File: config.mk
export PLATFORM = sky130hd
export DESIGN_NAME = sevenseg_arbiter
export DESIGN_NICKNAME = d
export VERILOG_FILES = /design/src/rtl/sevenseg_pkg.sv /design/src/rtl/sevenseg_arbiter_hold_timer.sv /design/src/rtl/sevenseg_arbiter.sv
export SDC_FILE = /design/constraint.sdc
export NUM_CORES = 1
export LEC_CHECK = 0
export ABC_AREA = 1
export BUFFER_PORTS_ARGS = -buffer_cell sky130_fd_sc_hd__buf_2
export CAP_MARGIN = 20
export CORE_ASPECT_RATIO = 1.25
export CORE_MARGIN = 4
export CORE_UTILIZATION = 45
export DETAILED_ROUTE_END_ITERATION = 7
export HOLD_SLACK_MARGIN = 0.1
export PLACE_DENSITY = 0.75
export SLEW_MARGIN = 20
export SYNTH_ARGS = -nofsm -noshare
export SYNTH_HDL_FRONTEND = slang
export SYNTH_SLANG_ARGS = --single-unit
File: constraint.sdc
create_clock -name clk -period 2.4 [get_ports clk]
set_input_delay 0.12 -clock clk [delete_from_list [all_inputs] [get_ports clk]]
set_output_delay 0.12 -clock clk [all_outputs]
set_load 0.03 [all_outputs]
File: src/rtl/sevenseg_pkg.sv
// sevenseg_pkg: shared constants and types for the seven-segment display path.
//   FRAME_W      width of an 8-digit frame of 5-bit digit codes, {d7,...,d0}
//   CODE_BLANK   digit code for a dark digit
//   CODE_SEG_G   digit code lighting segment g only (a dash)
//   state_t      arbiter state encoding
//   disp_t       digit frame plus decimal points, as driven to the controller
package sevenseg_pkg;

   localparam int unsigned DIGIT_W    = 5;
   localparam int unsigned NUM_DIGITS = 8;
   localparam int unsigned FRAME_W    = 40;

   localparam logic [DIGIT_W-1:0] CODE_BLANK = 5'd23;
   localparam logic [DIGIT_W-1:0] CODE_SEG_G = 5'd22;

   typedef enum logic [1:0] {
      ST_IDLE   = 2'b00,
      ST_GRANT0 = 2'b01,
      ST_GRANT1 = 2'b10
   } state_t;

   typedef struct packed {
      logic [FRAME_W-1:0]    digits;
      logic [NUM_DIGITS-1:0] dp;
   } disp_t;

   // Replicate one digit code across all eight digits.
   function automatic logic [FRAME_W-1:0] fill_frame(input logic [DIGIT_W-1:0] code);
      return {NUM_DIGITS{code}};
   endfunction

endpackage

File: src/rtl/sevenseg_arbiter_hold_timer.sv
// hold_timer: saturating grant hold counter.
//   clk      system clock
//   reset    asynchronous active-low reset
//   clear    restart the count from 0 on the next edge
//   top_cnt  terminal count; the counter stops here
//   done     registered, high while the counter sits at top_cnt
module hold_timer #(
   parameter int unsigned CNTR_WIDTH = 32
) (
   input  logic                  clk,
   input  logic                  reset,
   input  logic                  clear,
   input  logic [CNTR_WIDTH-1:0] top_cnt,
   output logic                  done
);

   logic [CNTR_WIDTH-1:0] r_cnt;
   logic                  r_done;
   logic [CNTR_WIDTH-1:0] w_cnt_inc;

   assign w_cnt_inc = r_cnt + CNTR_WIDTH'(1);

   // done is registered alongside the count so it equals (r_cnt == top_cnt).
   always_ff @(posedge clk or negedge reset) begin
      if (!reset) begin
         r_cnt  <= '0;
         r_done <= 1'b0;
      end else if (clear) begin
         r_cnt  <= '0;
         r_done <= (top_cnt == '0);
      end else if (r_cnt != top_cnt) begin
         r_cnt  <= w_cnt_inc;
         r_done <= (w_cnt_inc == top_cnt);
      end
   end

   assign done = r_done;

endmodule

File: src/rtl/sevenseg_arbiter.sv
// sevenseg_arbiter: round-robin time-sharing of the 8-digit display between
// two requesters, with a minimum hold time per grant.
//   clk, reset        system clock, asynchronous active-low reset
//   req[1:0]          level requests, bit i = requester i
//   frame0/frame1     40-bit digit frames {d7,...,d0}, 5 bits per digit
//   dp0/dp1           decimal points, bit i = digit i
//   gnt[1:0]          one-hot grant, 0 when idle
//   d0..d7, dp        registered digit codes / decimal points to the controller
//   hold_done         high while the current grant's hold time has expired
// Build option: define SEVENSEG_ARB_IDLE_DASH_EN to show a dash row (code 22)
// instead of blank digits (code 23) while idle and in reset.
module sevenseg_arbiter
   import sevenseg_pkg::*;
#(
   parameter int unsigned CLK_FREQUENCY_HZ  = 100000000,
   parameter int unsigned HOLD_MS           = 250,
   parameter int unsigned CNTR_WIDTH        = 32,
   parameter int unsigned SIMULATE          = 0,
   parameter int unsigned SIMULATE_HOLD_CNT = 8
) (
   input  logic                  clk,
   input  logic                  reset,
   input  logic [1:0]            req,
   input  logic [FRAME_W-1:0]    frame0,
   input  logic [FRAME_W-1:0]    frame1,
   input  logic [NUM_DIGITS-1:0] dp0,
   input  logic [NUM_DIGITS-1:0] dp1,
   output logic [1:0]            gnt,
   output logic [DIGIT_W-1:0]    d0,
   output logic [DIGIT_W-1:0]    d1,
   output logic [DIGIT_W-1:0]    d2,
   output logic [DIGIT_W-1:0]    d3,
   output logic [DIGIT_W-1:0]    d4,
   output logic [DIGIT_W-1:0]    d5,
   output logic [DIGIT_W-1:0]    d6,
   output logic [DIGIT_W-1:0]    d7,
   output logic [NUM_DIGITS-1:0] dp,
   output logic                  hold_done
);

   localparam logic [CNTR_WIDTH-1:0] TOP_CNT = (SIMULATE != 0)
      ? CNTR_WIDTH'(SIMULATE_HOLD_CNT)
      : CNTR_WIDTH'((CLK_FREQUENCY_HZ / 1000) * HOLD_MS - 1);

`ifdef SEVENSEG_ARB_IDLE_DASH_EN
   localparam logic [DIGIT_W-1:0] IDLE_CODE = CODE_SEG_G;
`else
   localparam logic [DIGIT_W-1:0] IDLE_CODE = CODE_BLANK;
`endif

   localparam disp_t IDLE_DISP = '{digits: fill_frame(IDLE_CODE), dp: '0};

   state_t      r_state;
   state_t      w_state_nxt;
   logic        r_last;
   logic        w_last_nxt;
   logic [1:0]  r_gnt;
   logic [1:0]  w_gnt_nxt;
   disp_t       r_disp;
   disp_t       w_disp_nxt;
   logic        w_clear;
   logic        w_hold_done;

   hold_timer #(
      .CNTR_WIDTH (CNTR_WIDTH)
   ) u_hold_timer (
      .clk     (clk),
      .reset   (reset),
      .clear   (w_clear),
      .top_cnt (TOP_CNT),
      .done    (w_hold_done)
   );

   // State register.
   always_ff @(posedge clk or negedge reset) begin
      if (!reset) begin
         r_state <= ST_IDLE;
      end else begin
         r_state <= w_state_nxt;
      end
   end

   // Next-state: round-robin from IDLE, switching to the other requester
   // takes priority over staying once the hold has expired.
   always_comb begin
      w_state_nxt = r_state;
      case (r_state)
         ST_IDLE: begin
            case (req)
               2'b01:   w_state_nxt = ST_GRANT0;
               2'b10:   w_state_nxt = ST_GRANT1;
               2'b11:   w_state_nxt = r_last ? ST_GRANT0 : ST_GRANT1;
               default: w_state_nxt = ST_IDLE;
            endcase
         end
         ST_GRANT0: begin
            if (w_hold_done) begin
               if (req[1])      w_state_nxt = ST_GRANT1;
               else if (req[0]) w_state_nxt = ST_GRANT0;
               else             w_state_nxt = ST_IDLE;
            end
         end
         ST_GRANT1: begin
            if (w_hold_done) begin
               if (req[0])      w_state_nxt = ST_GRANT0;
               else if (req[1]) w_state_nxt = ST_GRANT1;
               else             w_state_nxt = ST_IDLE;
            end
         end
         default: w_state_nxt = ST_IDLE;
      endcase
   end

   // Output next-values, keyed on the state being entered so the frame
   // loads on the same edge that raises gnt.
   always_comb begin
      w_gnt_nxt  = 2'b00;
      w_last_nxt = r_last;
      w_disp_nxt = r_disp;
      w_clear    = (w_state_nxt != r_state) || (r_state == ST_IDLE);
      case (w_state_nxt)
         ST_GRANT0: begin
            w_gnt_nxt = 2'b01;
            if (r_state != ST_GRANT0) w_last_nxt = 1'b0;
            if (req[0]) w_disp_nxt = '{digits: frame0, dp: dp0};
         end
         ST_GRANT1: begin
            w_gnt_nxt = 2'b10;
            if (r_state != ST_GRANT1) w_last_nxt = 1'b1;
            if (req[1]) w_disp_nxt = '{digits: frame1, dp: dp1};
         end
         default: begin
            w_disp_nxt = IDLE_DISP;
         end
      endcase
   end

   // Output registers; last resets to 1 so requester 0 wins the first tie.
   always_ff @(posedge clk or negedge reset) begin
      if (!reset) begin
         r_gnt  <= 2'b00;
         r_last <= 1'b1;
         r_disp <= IDLE_DISP;
      end else begin
         r_gnt  <= w_gnt_nxt;
         r_last <= w_last_nxt;
         r_disp <= w_disp_nxt;
      end
   end

   assign gnt       = r_gnt;
   assign dp        = r_disp.dp;
   assign hold_done = w_hold_done;
   assign d0        = r_disp.digits[0*DIGIT_W +: DIGIT_W];
   assign d1        = r_disp.digits[1*DIGIT_W +: DIGIT_W];
   assign d2        = r_disp.digits[2*DIGIT_W +: DIGIT_W];
   assign d3        = r_disp.digits[3*DIGIT_W +: DIGIT_W];
   assign d4        = r_disp.digits[4*DIGIT_W +: DIGIT_W];
   assign d5        = r_disp.digits[5*DIGIT_W +: DIGIT_W];
   assign d6        = r_disp.digits[6*DIGIT_W +: DIGIT_W];
   assign d7        = r_disp.digits[7*DIGIT_W +: DIGIT_W];

endmodule

==> impl_summary.txt <==
----------------------------------------------------
[Status]
  Result of the run ... complete, no violations

[Synthesis]
  Count of flip-flops with a built-in enable after synthesis ... 0
  Post-synthesis instance total ... 616
  Register bit count reported by yosys ... 86
  Fraction of registers with async set/reset ... 100.0%
  Synth top area share ... 27.81%
  Part of the Yosys area used for sequential elements ... 45.99%
  Most instantiated flip-flop cell in the synthesis netlist ... sky130_fd_sc_hd__dfrtp_1
  Leading post-synthesis cells by instance count ... 182 x sky130_fd_sc_hd__nand2_1, 105 x sky130_fd_sc_hd__nor2_1, 53 x sky130_fd_sc_hd__dfrtp_1, 52 x sky130_fd_sc_hd__inv_1
  Post-Synthesis Mean Instance Area ... 7.743 um^2
  Number of different library cells in the post-synthesis netlist ... 35
  Ys Warns ... 0
  Largest area contributor in the synthesized netlist ... sky130_fd_sc_hd__dfrtp_1
  Most area-consuming cells after synthesis ... sky130_fd_sc_hd__dfrtp_1 28%, sky130_fd_sc_hd__dfstp_2 18%, sky130_fd_sc_hd__nand2_1 14%, sky130_fd_sc_hd__nor2_1 8.3%, sky130_fd_sc_hd__a22o_1 5.9%
  Cell with the most instances after synthesis ... sky130_fd_sc_hd__nand2_1
  Syn Nets ... 721
  Cell Area, Synth ... 4770 um^2

[Timing]
  Transition time at the pin with the least slew margin ... 539.1 ps
  Maximum operating frequency ... 0.4453 GHz
  Count of endpoints failing hold in the final timing report ... 0
  Setup repair after global routing missed its margin ... false
  Sum of negative setup slack ... 0 ps
  Endpoints failing setup ... 0
  Period utilisation layout ... 93.57%
  Minimum period implied by the final worst setup slack ... 2246 ps
  Worst clock skew ... 4.522 ps
  Slew headroom ... 64.06%
  Count of pins over their slew limit ... 0

[Detailed routing]
  Number of DRC markers in iteration 0 ... 340
  Detailed-route DRC error count ... 0
  Via-to-Cell Ratio ... 5.333
  Overall routed net length ... 15,440 um
  Post-route ant nets ... 0
  Detail-routed net length per standard cell ... 15.92 um
  First-pass DRT Iterations ... 5
  Number of vias after detailed routing ... 5,173

[GRT]
  Overall global routing resource usage ... 25.71%
  Number of antenna violations at the first check in global routing ... 0
  Pin count of the biggest net entering global routing ... 49
  Remaining global-route overflow ... 0
  Via count of the first global-routing pass ... 5,282
  Global-route wire length before repair ... 24,930 um

[Final layout]
  Number of standard cells in the layout, taps in and fillers out ... 970
  Layout-stage area growth over the synthesis result ... 41.29%
  Filler Cell Count ... 798
  Number of flip-flops in the largest register ... 32
  Fraction of final layout cells sized beyond drive strength 1 ... 28.13%
  Number of nets in the finished design ... 939
  Most flops, register ... u_hold_timer.r_cnt
  Final instance area ... 6739 um^2

[Pwr]
  Leak ... 3.262 nW
  P per Cell Area ... 1113 nW/um^2
  Worst supply voltage drop on vdd ... 0.001050 V

[Worst setup path]
  Startpoint of the worst-slack reg-to-reg timing path ... r_state[0]$_DFF_PN0_
  Maximum net fanout on the critical path ... 22
  Required @ worst endpoint ... 2640 ps
  CP Capture Type ... flip-flop
  CP Data Arrival Time ... 2480 ps
  Launch point of the critical path ... r_state[0]$_DFF_PN0_
  Critical path class ... flip-flop to flip-flop
  Sort of element at the start of the critical path ... flip-flop

[Clock network]
  Insertion delay to the later sink of the worst-skew pair ... 340 ps
  Maximum buffer depth of the clock tree ... 2
  # H-tree levels ... 3
  # clock sinks ... 86
  Root Driver ... sky130_fd_sc_hd__clkbuf_16
  Clk slew on worst S/H paths ... 60 ps
  Number of buffers inserted during clock tree synthesis ... 9
  TritonCTS clock tree ... built
  Setup repair bufs after CTS ... 0

[Placement]
  Port bufs ... 150
  Global placer's final weighted congestion ... 0.9662
  Post-detailed-placement half-perimeter wirelength ... 9945 um
  Placed Instance Area ... 5713 um^2
  Cell count after placement ... 885

[Floorplanning]
  Starting density of the core ... 46.72%
  Die width ... 100.1 um
  Total number of placement rows ... 41
  Y dimension of the die ... 123.1 um
  Top Ports ... 151
  Die area ... 12,320 um^2
  Placeable core area ... 10,210 um^2

[Min path]
  Hold Crit Start ... dp0[2]
  Path type of the worst min-delay path ... primary input to flip-flop

[Flow run]
  Maxcap violations ... 0

----------------------------------------------------
## placed cells by master, fill, tap and decap left out, types with 3 or more instances in the layout
cell                            netlist  layout
sky130_fd_sc_hd__nand2_1            182     182
sky130_fd_sc_hd__buf_2                3     149
sky130_fd_sc_hd__nor2_1             105     104
sky130_fd_sc_hd__dlygate4sd3_1        0      67
sky130_fd_sc_hd__dfrtp_1             53      52
sky130_fd_sc_hd__inv_1               52      51
sky130_fd_sc_hd__a31oi_1             33      33
sky130_fd_sc_hd__dfstp_2             33      33
sky130_fd_sc_hd__a22o_1              32      32
sky130_fd_sc_hd__nand3_1             28      28
sky130_fd_sc_hd__a21oi_1             12      12
sky130_fd_sc_hd__clkbuf_16            0       9
sky130_fd_sc_hd__nand4_1              8       8
sky130_fd_sc_hd__buf_4                0       8
sky130_fd_sc_hd__xor2_1               6       6
sky130_fd_sc_hd__o21ai_0              6       5
sky130_fd_sc_hd__nor2_4               5       5
sky130_fd_sc_hd__nor3_1               5       5
sky130_fd_sc_hd__ha_1                 5       5
sky130_fd_sc_hd__inv_2                3       4
sky130_fd_sc_hd__nand2_2              4       4
sky130_fd_sc_hd__nand2_4              4       4
sky130_fd_sc_hd__buf_12               0       3
## path summary, 6_finish.rpt
check,to,slack [ps],cells past startpoint
max,d1[1]$_DFFE_PN1P_,150,10
max in group asynchronous,d0[4]$_DFFE_PN1P_,1430,3
min reg2reg,d6[1]$_DFFE_PN1P_,500,2
min in group asynchronous,u_hold_timer.r_cnt[9]$_DFFE_PN0P_,300,2
min,dp[2]$_DFFE_PN0P_,110,3
max reg2reg,d1[1]$_DFFE_PN1P_,150,10
## kinds of logic (layout without fill, tap and decap cells)
kind of cell | Yosys count | in the layout | synth area share, %
xor gates and xnor gates | 8 | 8 | 1.469
and+or+nand+nor | 349 | 349 | 31.51
buffers and inverters | 76 | 299 | 6.060
AOI/OAI and AO/OA | 92 | 92 | 13.67
adders and majority gates | 5 | 5 | 1.312
other | 0 | 2 | 0
DFF | 86 | 86 | 45.99
## timing repair
action,CTS,global route
setup endpoints to repair,0,19
resized for setup,0,6
hold buffers,67,0
hold endpoints to repair,62,0
## power by group
group	internal, mW	total, mW	leakage (nW)	switching (mW)
Clock	0.968	1.53	0.162	0.557
Sequential	2.07	2.29	1.07	0.221
Combinational	1.24	3.69	2.03	2.45
## per-layer routing
layer | GRT usage, % | vias to the layer above | wire length (um) | part of all wire, %
li1 | - | 2460 | - | -
met1 | 29.19 | 2390 | 5869 | 38
met2 | 44.74 | 260 | 7835 | 51
met3 | 5.756 | 63 | 1048 | 6.8
met4 | 14.07 | 0 | 686 | 4.4
met5 | 0 | - | 0 | 0
## critical path, stage by stage (launching register included)
cell                      delay [ps]
sky130_fd_sc_hd__dfrtp_1         420
sky130_fd_sc_hd__o41a_1          420
sky130_fd_sc_hd__o21ai_1         150
sky130_fd_sc_hd__inv_1           110
sky130_fd_sc_hd__ha_1            250
sky130_fd_sc_hd__inv_1           100
sky130_fd_sc_hd__o22ai_2         110
sky130_fd_sc_hd__inv_2           100
sky130_fd_sc_hd__buf_12          160
sky130_fd_sc_hd__nor2_1           90
sky130_fd_sc_hd__a31oi_1         230
## stage by stage
| step | hold slack [ps] | util [%] | total power [mW] | worst slack, ps |
|---|---|---|---|---|
| final | 112.7 | 66.01 | 7.500 | 154.3 |
| after global routing | 127.6 | 65.96 | 7.933 | 9.592 |
| after CTS | 102.1 | 65.80 | 7.344 | 189.6 |
| after detailed placement | 147.4 | 55.96 | 5.736 | 195.2 |
| after global placement | 138.3 | 55.96 | 5.609 | 356.3 |
| after floorplan | -175.6 | - | 4.713 | 111.4 |
## area by class of cell
type | count | area, um^2 | area share [%]
multi-input cells | 454 | 2290 | 33.98
diodes | 2 | 5.005 | 0.07427
clock buffers | 11 | 252.7 | 3.750
inverters | 55 | 206.4 | 3.063
clock inverters | 5 | 81.33 | 1.207
repair buffers | 228 | 1548 | 22.97
well taps | 129 | 161.4 | 2.395
flip-flops and latches | 86 | 2195 | 32.57
Power figures use the tool's default switching activity.
